==> config.mk <==
export PLATFORM = sky130hd
export DESIGN_NAME = eth_mii_frame_rx
export DESIGN_NICKNAME = d
export VERILOG_FILES = /design/src/rtl/eth_mii_frame_rx.sv
export SDC_FILE = /design/constraint.sdc
export NUM_CORES = 1
export LEC_CHECK = 0
export ABC_AREA = 1
export CORE_MARGIN = 2
export CORE_UTILIZATION = 50
export DETAILED_ROUTE_END_ITERATION = 12
export PLACE_DENSITY = 0.8
export SLEW_MARGIN = 20
export SYNTH_ARGS = -nofsm -noshare
export SYNTH_HDL_FRONTEND = slang
export SYNTH_SLANG_ARGS = --single-unit
==> constraint.sdc <==
create_clock -name clk -period 2.9 [get_ports clk]
set_clock_uncertainty 0.1 [all_clocks]
set_input_delay 0.87 -clock clk [delete_from_list [all_inputs] [get_ports clk]]
set_output_delay 0.87 -clock clk [all_outputs]
set_load 0.01 [all_outputs]
==> src/rtl/eth_mii_frame_rx.sv <==
// MII-style byte-stream frame receiver: start/preamble/SFD tracking, payload strobe, length check.
// Optional frame/error statistics counters are built when ETH_MII_RX_STATS_EN is defined.
module eth_mii_frame_rx #(
  parameter int          PREAMBLE_CYCLES = 6,
  parameter int          MIN_DATA        = 46,
  parameter int          MAX_DATA        = 1500,
  parameter logic [7:0]  IDLE_CODE       = 8'h07,
  parameter logic [7:0]  START_CODE      = 8'hFB,
  parameter logic [7:0]  PREAMBLE_CODE   = 8'h55,
  parameter logic [7:0]  SFD_CODE        = 8'hD5,
  parameter logic [7:0]  TERMINATE_CODE  = 8'hFD
) (
  input  logic        clk,
  input  logic        i_rst,
  input  logic [7:0]  i_rx_data,
  input  logic        i_rx_ctrl,
  output logic [7:0]  o_data,
  output logic        o_valid,
  output logic        o_sof,
  output logic        o_eof,
  output logic        o_frame_ok,
  output logic [15:0] o_len,
  output logic [15:0] o_frame_cnt,
  output logic [15:0] o_err_cnt
);

  localparam logic [15:0] MIN_L    = 16'(MIN_DATA);
  localparam logic [15:0] MAX_L    = 16'(MAX_DATA);
  localparam logic [15:0] LEN_SAT  = 16'(MAX_DATA + 1);
  localparam logic [7:0]  PRE_LAST = 8'(PREAMBLE_CYCLES - 1);

  typedef enum logic [2:0] {
    S_IDLE,
    S_PREAMBLE,
    S_SFD,
    S_DATA,
    S_DROP
  } state_t;

  state_t      state, state_n;
  logic [7:0]  pre_cnt, pre_cnt_n;
  logic [15:0] len, len_n;
  logic [7:0]  data_n;
  logic        valid_n, sof_n, eof_n, ok_n;
  logic [15:0] olen_n;

  logic is_start, is_pre, is_sfd, is_term, is_idle;

  assign is_start = i_rx_ctrl && (i_rx_data == START_CODE);
  assign is_term  = i_rx_ctrl && (i_rx_data == TERMINATE_CODE);
  assign is_idle  = i_rx_ctrl && (i_rx_data == IDLE_CODE);
  assign is_pre   = !i_rx_ctrl && (i_rx_data == PREAMBLE_CODE);
  assign is_sfd   = !i_rx_ctrl && (i_rx_data == SFD_CODE);

  always_comb begin
    state_n   = state;
    pre_cnt_n = pre_cnt;
    len_n     = len;
    data_n    = 8'h00;
    valid_n   = 1'b0;
    sof_n     = 1'b0;
    eof_n     = 1'b0;
    ok_n      = 1'b0;
    olen_n    = 16'h0000;
    unique case (state)
      S_IDLE: begin
        if (is_start) begin
          state_n   = S_PREAMBLE;
          pre_cnt_n = 8'h00;
          len_n     = 16'h0000;
        end
      end
      S_PREAMBLE: begin
        if (is_pre) begin
          if (pre_cnt == PRE_LAST) state_n = S_SFD;
          else pre_cnt_n = pre_cnt + 8'h01;
        end else begin
          state_n = S_DROP;
          eof_n   = 1'b1;
        end
      end
      S_SFD: begin
        if (is_sfd) begin
          state_n = S_DATA;
          len_n   = 16'h0000;
        end else begin
          state_n = S_DROP;
          eof_n   = 1'b1;
        end
      end
      S_DATA: begin
        if (!i_rx_ctrl) begin
          data_n  = i_rx_data;
          valid_n = 1'b1;
          sof_n   = (len == 16'h0000);
          len_n   = (len >= LEN_SAT) ? LEN_SAT : len + 16'h0001;
          // oversize is flagged on the byte that crosses the limit
          if (len_n > MAX_L) begin
            state_n = S_DROP;
            eof_n   = 1'b1;
            olen_n  = len_n;
          end
        end else if (is_term) begin
          state_n = S_IDLE;
          eof_n   = 1'b1;
          olen_n  = len;
          ok_n    = (len >= MIN_L) && (len <= MAX_L);
        end else begin
          state_n = S_DROP;
          eof_n   = 1'b1;
          olen_n  = len;
        end
      end
      S_DROP: begin
        if (is_start) begin
          state_n   = S_PREAMBLE;
          pre_cnt_n = 8'h00;
          len_n     = 16'h0000;
        end else if (is_term || is_idle) begin
          state_n = S_IDLE;
        end
      end
      default: state_n = S_IDLE;
    endcase
  end

  always_ff @(posedge clk) begin
    if (i_rst) begin
      state      <= S_IDLE;
      pre_cnt    <= 8'h00;
      len        <= 16'h0000;
      o_data     <= 8'h00;
      o_valid    <= 1'b0;
      o_sof      <= 1'b0;
      o_eof      <= 1'b0;
      o_frame_ok <= 1'b0;
      o_len      <= 16'h0000;
    end else begin
      state      <= state_n;
      pre_cnt    <= pre_cnt_n;
      len        <= len_n;
      o_data     <= data_n;
      o_valid    <= valid_n;
      o_sof      <= sof_n;
      o_eof      <= eof_n;
      o_frame_ok <= ok_n;
      o_len      <= olen_n;
    end
  end

`ifdef ETH_MII_RX_STATS_EN
  // counters move together with the o_eof they account for
  always_ff @(posedge clk) begin
    if (i_rst) begin
      o_frame_cnt <= 16'h0000;
      o_err_cnt   <= 16'h0000;
    end else if (eof_n) begin
      if (ok_n && o_frame_cnt != 16'hFFFF)
        o_frame_cnt <= o_frame_cnt + 16'h0001;
      if (!ok_n && o_err_cnt != 16'hFFFF)
        o_err_cnt <= o_err_cnt + 16'h0001;
    end
  end
`else
  assign o_frame_cnt = 16'h0000;
  assign o_err_cnt   = 16'h0000;
`endif

endmodule

-- Word-level counts from Yosys, hierarchy flattened
Cells that the tools add are included.
- add/subtract/negate cells: 2
- multipliers: 0
- div/mod/pow operators: 0
- $lt $le $gt $ge: 4
- equal/unequal tests: 19
- shift-type cells: 0
- multiplexer cells: 27
- bitwise operators: 3
- reduce and logical (&&, ||, !) cells: 19
- operators with widths (operator ; number):
    16-bit two-way mux ; 6
    16-bit one-hot mux with 3 select lines ; 1
    3-bit two-way mux ; 9
    8-bit equality test, second input constant ; 3
    8-bit two-way mux ; 3
    16-bit by 1-bit adder with 16-bit output, second input constant ; 1
    8-bit by 3-bit equality test with 1-bit output, second input constant ; 2
    16-bit by 11-bit greater-or-equal comparator with 1-bit output, second input constant ; 1
    16-bit by 6-bit greater-or-equal comparator with 1-bit output, second input constant ; 1
    16-bit by 11-bit greater-than comparator with 1-bit output, second input constant ; 1
    16-bit by 11-bit less-or-equal comparator with 1-bit output, second input constant ; 1
    16-bit logical NOT ; 1
    8-bit one-hot mux with 2 select lines ; 1
    3-bit one-hot mux with 5 select lines ; 1
    4-bit AND reduction ; 3
    2-bit != test, second input constant ; 5
    3-bit != test, second input constant ; 3
    8-bit by 1-bit adder with 8-bit output, second input constant ; 1
    8-bit by 7-bit equality test with 1-bit output, second input constant ; 1
    3-bit by 2-bit equality test with 1-bit output, second input constant ; 2
    1-bit logical AND ; 6
    1-bit two-way mux ; 5
    2-bit OR reduction ; 2
    4-bit OR reduction ; 1
    11 further kinds ; 13
- register bits: 55
- bits in latches: 0
- bits in writable memories: 0
- memory bits (read-only): 0
- output and inout port bits: 60
- word-level logic and storage cells: 83
- memories: 0

-- Logic depth before layout (Yosys ltp)
Gate-level depths: netlist (run 1).
- depth in word-level cells: 6
- depth in mapped cells: 20
- gate-level depth less buffers: 18

-- Least setup slack after synthesis (run 1)
No wires, ideal clock.
- path kind: input to register
- start: input port i_rx_ctrl
- end: register len[5]
- data arrival time: 2329 ps
- data required time: 2672 ps
- path slack: 344 ps
- stages: 11
- buffers on the path: 2
- cell sequence: buf_4 nand2_1 nor4_2 nand2_1 o21ai_0 nand2_1 nor2_4 inv_2 clkbuf_1 a22oi_1 nor2_1
- word-level cells in the longest chain between the ends: 4
- elaborated cells on any way between the ends: 7
- classes of those cells: 3 x eq/ne; 4 x reduce/logical
- ends and longest elaborated chain (what ; RTL line ; text):
    start, declared ; 16 ; input logic i_rx_ctrl,
    1-bit logical NOT ; -- ;
    1-bit logical AND ; 53 ; assign is_sfd = !i_rx_ctrl && (i_rx_data == SFD_CODE);
    2-bit != test (no line) ; -- ;
    4-bit AND reduction (no line) * ; -- ;
    end signal, assigned ; 141 ; len <= len_n;
    end, declared ; 42 ; logic [15:0] len, len_n;
Every way passes the cells marked *; elsewhere a longest branch is shown, timed or not.
A chain may end at the register's enable or synchronous reset.

-- Final worst setup path (run 1)
- start: input port i_rx_data[6]
- end: register pre_cnt[7]
- word-level cells in the longest chain between the ends: 4
- elaborated cells on any way between the ends: 7
- classes of those cells: 4 x eq/ne; 3 x reduce/logical
- ends and longest elaborated chain (what ; RTL line ; text):
    start, declared ; 15 ; input logic [7:0] i_rx_data,
    8-bit by 7-bit equality test with 1-bit output / 8-bit equality test (equally long branches) ; 52, 49 ;
    1-bit logical AND, on equally long branches ; 52, 49 ;
    2-bit != test (no line) / 2-bit by 1-bit != test with 1-bit output (equally long branches) ; -- ;
    4-bit AND reduction (no line) * ; -- ;
    end signal, assigned ; 140 ; pre_cnt <= pre_cnt_n;
    end, declared ; 41 ; logic [7:0] pre_cnt, pre_cnt_n;
Marked as above.

==> impl_metrics.toml, run 1 <==
[cells_and_area]
areaGrowthSynthToFinish_pct = 23.3
nets = 498
stdcell_count = 556
fill_cells = 507
num_antenna_cells = 0
layout_common_cells = "81 x nand2_1, 55 x dfxtp_1, 45 x inv_1"
final_common_cell = "nand2_1"
drive_gt1_share_pct = 16.0

[logic_synthesis]
synth-edff-count = 0
synth-seq-cells = 55
netlist_area_sq_um = 3010
ys_warn_count = 0
async_flop_share_pct = 0
postSynthAreaPerCell_sq_um = 7.22
yosysUniqueCellTypes = 39
synth_flop_cell = "dfxtp_1"
postSynthCellCount = 417
yosysSeqAreaShare_pct = 36.6

[timing]
max_freq_mhz = 359
setup_viol_count_final = 0
maxSlewHeadroom_pct = 61.7
finalCritPeriodShare_pct = 96.1
min_period_ps = 2790
tightest_slew_ps = 570
maxSlewViolCount = 0
hold_viol_final = 0
tns_ps = 0

[setup_path]
slowest_stage = "clkdlybuf4s50_1"
cp.arrival_ps = 2950
critPathBufInv = 2
crit_required_ps = 3070
endpoint_kind = "register"
cpMostUsedCell = "nand2_1"
path_cells = "clkdlybuf4s50_1 -> nand4_1 -> nor4_4 -> nand2_1 -> buf_4 -> nand2_2 -> nand3_4 -> nor3_4 -> nand2_1 -> a21oi_1 -> o21a_1"
path_max_fanout = 5
critical_path_class = "in2reg"
cpPeakStageDelay_ps = 520
start_kind = "input port"
path_delay_family = "simple AND/OR/NAND/NOR gates"

[power_and_ir_drop]
pwr-share-comb_pct = 9.2
p_per_area_nw_per_um2 = 407
switching_share_pct = 23.5
seqPwrFrac_pct = 50.9
clkPwrFrac_pct = 39.9
irDropWorstVdd_v = 0.000324
power_leakage_uw = 0.00158
intPower_uw = 1160
switching_power_uw = 354

[cts]
clk_pin_slew_ps = 100
clockRootBuffer = "clkbuf_8"
cts_htree_levels = 2
cts_tree = "yes"
cts_max_path_buffers = 2
cts_made_buffers = 5
ctsHoldBuffers = 0
clock-sinks = 55
clkLatencyLatePin_ps = 310

[routing]
wl_per_cell_um = 13.0
drc = 0
ant_nets = 0
detail_route.iter0.violations = 272
vias = 2801
drt-total-wl_um = 7230
vias_per_cell = 5.04
dr.pass1.iters = 5

[place]
gp_congestion = 0.943
dp_hpwl_um = 5400
placed_cells = 547
io_buffers = 38

[global_route]
grt_pass1_wl_um = 11200
grt_pass1_vias = 2469
antenna_found_initial = 0
overflow = 0
grt_use_total_pct = 21.7
grt_start_max_net_pins = 21

[die]
die_y_um = 81.6
die_w_um = 81.6
io_pins = 71
fp.coreArea_sq_um = 5890
initial_utilization_pct = 51.2
num_rows = 28
dieArea_sq_um = 6660

[hold_path]
min_path_type = "reg2reg"

[run_status]
status = "complete, no violations"

[flow_run]
maxCapViolations = 0
## synthesized netlist by cell type (all sizes together), types with 6 or more instances
cell / number / area share, %
dfxtp: 55 / 37
ha: 7 / 2.9
nand2: 89 / 12
xor2: 6 / 1.7
buf: 37 / 9.4
inv: 54 / 6.7
nor3: 22 / 4.3
nor4: 7 / 1.9
o21ai: 10 / 1.9
nor2: 50 / 7.4
a21oi: 28 / 4.8
nand3: 22 / 4.2
## final timing paths
check | cells past startpoint | from | to | slack [ps]
max | 11 | i_rx_data[6] | pre_cnt[7] | 110
min | 2 | len[14] | len[14] | 370
max reg2reg | 14 | len[14] | o_len[6] | 320
min reg2reg | 2 | len[14] | len[14] | 370
## power groups by stage
stage	Combinational [uW]	Sequential, uW	Clock [uW]
floorplan	111	785	0
global placement	128	786	0
detailed placement	131	786	0
CTS	134	769	603
global route	155	771	631
finish	139	769	602
## cell type report
class,instances,area (sq um),share of cell area (%)
Multi-Input combinational cell,296,1560,42.0
Sequential cell,55,1100,29.6
Timing Repair Buffer,67,616,16.6
Inverter,55,206,5.56
Tap cell,75,93.8,2.53
Clock buffer,5,68.8,1.85
Clock inverter,3,67.6,1.82
## stage by stage
step                hold slack, ps  area (sq um)  setup slack (ps)  utilization (%)  power, uW
floorplan                      340          3130               344                -        896
global placement               348          3520             -14.9             59.9        914
detailed placement             358          3520              -168             59.9        917
CTS                            371          3660               167             62.2       1510
global route                   396          3710             -8.04             63.1       1560
finish                         373          3710               113             63.1       1510
## layer usage
layer,wire length (um),global-route usage (%)
met2,3350,34.6
met5,0,0
met4,131,8.67
met1,3230,29.2
met3,522,3.85
## flip-flops by register name, indices dropped and copies added (netlist names)
name	count
len	16
o_len	16
o_data	8
pre_cnt	8
state	3
o_eof	1
o_frame_ok	1
o_sof	1
o_valid	1
## timing repair
| action | CTS | global route |
|---|---|---|
| buffers inserted | 0 | 1 |
| resized for setup | 0 | 10 |
| setup endpoints to repair | 0 | 2 |
## cell families after synthesis
family / Yosys count / share of synthesized area, %
compound gates: 48 / 9.18
buf+inv: 97 / 16.9
other cells: 1 / 0.125
flops: 55 / 36.6
xor+xnor: 8 / 2.33
simple gates: 201 / 32.0
fa+ha+maj: 7 / 2.91
## worst register-to-register path, stage by stage (launching register included)
cell,delay (ps)
dfxtp_1,320
nor2_1,170
nand3_2,140
nor2_1,250
nand2_1,100
nor2_2,390
and2_1,280
nand2_1,70
nand2_1,60
nand2_1,40
nand2_1,60
nand2_2,120
nor2_8,180
nand2_2,70
a21oi_1,140
Power figures use the tool's default switching activity.
==> inputs of run 2 (changes only) <==
--- a/config.mk
+++ b/config.mk
@@ -6,7 +6,7 @@
 export NUM_CORES = 1
 export LEC_CHECK = 0
 export ABC_AREA = 1
-export CORE_MARGIN = 2
+export CORE_MARGIN = 4
 export CORE_UTILIZATION = 50
 export DETAILED_ROUTE_END_ITERATION = 12
 export PLACE_DENSITY = 0.8
==> run 2 against run 1 <==
  * First-iteration DRC count decreased by 38%
  * Fmax rose by 2.6%
  * Clock power shrank 16%
  * Core utilization decreased by 1.4 points
  * Count of clock-buffer cells in the layout did not move
  * Die area increased by 10%
  * Via count shrank 0.32%
  * Cell count shrank 0.72%
  * Setup slack gained 71 ps
  * Register-to-register slack worse by 40 ps
  * Hold slack lost 9.6 ps
  * Highest routed layer unchanged
==> impl_metrics.toml, run 2 (synthesized netlist as in run 1, its figures left out) <==
[die]
fp.coreArea_sq_um = 5890
initial_utilization_pct = 51.2
io_pins = 71
die_w_um = 85.6
dieArea_sq_um = 7330
num_rows = 28
die_y_um = 85.6

[cells_and_area]
stdcell_count = 552
nets = 494
stdcell_area_sq_um = 3630
layout_common_cells = "81 x nand2_1, 55 x dfxtp_1, 45 x inv_1"
reg_top3 = "len x16, o_len x16"
utilization_pct = 61.7
final_common_cell = "nand2_1"
num_antenna_cells = 0
areaGrowthSynthToFinish_pct = 20.5
drive_gt1_share_pct = 14.7

[global_route]
overflow = 0
grt_pass1_vias = 2618
grt_pass1_wl_um = 11700
grt_start_max_net_pins = 21
antenna_found_initial = 0
grt_use_total_pct = 19.3

[run_status]
status = "complete, no violations"

[cts]
cts_tree = "yes"
ctsHoldBuffers = 0
cts_max_path_buffers = 2
clkLatencyLatePin_ps = 300
clockRootBuffer = "clkbuf_8"
cts_made_buffers = 5
clk_pin_slew_ps = 100
clock-sinks = 55
cts_htree_levels = 2

[place]
gp_congestion = 0.909
placed_area_sq_um = 3490
placed_cells = 543
io_buffers = 38
dp_hpwl_um = 5580

[timing]
min_period_ps = 2720
tns_ps = 0
maxSlewViolCount = 0
max_freq_mhz = 368
finalCritPeriodShare_pct = 93.6
hold_viol_final = 0
setup_viol_count_final = 0
whs_ps = 363

[routing]
wl_per_cell_um = 13.0
detail_route.iter0.violations = 169
ant_nets = 0
drt-total-wl_um = 7190
dr.pass1.iters = 5
vias_per_cell = 5.06
vias = 2792
drc = 0

[power_and_ir_drop]
clkPwrFrac_pct = 35.7
intPower_uw = 1070
power_leakage_uw = 0.00155
pwr-share-comb_pct = 9.8
irDropWorstVdd_v = 0.000204
p_per_area_nw_per_um2 = 389
switching_share_pct = 24.2
seqPwrFrac_pct = 54.5
switching_power_uw = 341

[setup_path]
path_max_fanout = 4
start_kind = "input port"
cp.arrival_ps = 2850
endpoint_kind = "register"
critical_path_class = "in2reg"
crit_required_ps = 3030

[flow_run]
maxCapViolations = 0

[hold_path]
min_path_type = "reg2reg"
[run 2: worst paths after layout]
path           endpoint  slack, ps    startpoint  cells after the start
min reg2reg     len[15]        360       len[15]                      2
max          pre_cnt[6]        180  i_rx_data[4]                      9
max reg2reg    state[2]        280       len[14]                     15
min             len[15]        360       len[15]                      2
[run 2: power groups by stage]
stage	clock network, uW	registers, uW	logic (uW)
final	504	769	138
after global routing	541	770	152
after CTS	518	769	135
after detailed placement	0	786	133
after global placement	0	786	130
after floorplan	0	785	111
[run 2: layer usage]
layer  share of wire, %  routed length, um  global-route usage [%]  vias to the layer above
met5                  0                  0                       0                        -
met4                1.3                 90                    5.04                        0
met3                8.3                599                    3.36                       11
met2                 47               3370                    33.0                      133
met1                 43               3120                    25.2                     1262
li1                   -                  -                       -                     1386
[run 2: area by class of cell]
| class | count | area, sq um |
|---|---|---|
| multi-input combinational | 296 | 1530 |
| clock buffer | 5 | 68.8 |
| tap | 75 | 93.8 |
| timing repair buffer | 63 | 588 |
| inverter | 55 | 206 |
| clock inverter | 3 | 43.8 |
| sequential | 55 | 1100 |
| fill | 528 | 2260 |
[run 2: per-stage QoR]
| stage | power [uW] | setup WS (ps) |
|---|---|---|
| 2_1_floorplan | 896 | 344 |
| 3_3_place_gp | 916 | -63.2 |
| 3_5_place_dp | 919 | -123 |
| 4_1_cts | 1420 | 138 |
| 5_1_grt | 1460 | -2.92 |
| 6_report | 1410 | 184 |
[run 2: critical path, stage by stage]
cell and delay [ps]:
clkdlybuf4s50_1 520, nand4_1 150, nor4_2 280, nand2_1 150, o21ai_0 220, nand4_1 210
nor2_1 190, a21oi_1 90, nor3_1 160
[run 2: timing repair]
action	4_1_cts	5_1_grt
gates resized for setup	0	4
setup endpoints to repair	0	4
setup buffers	0	1
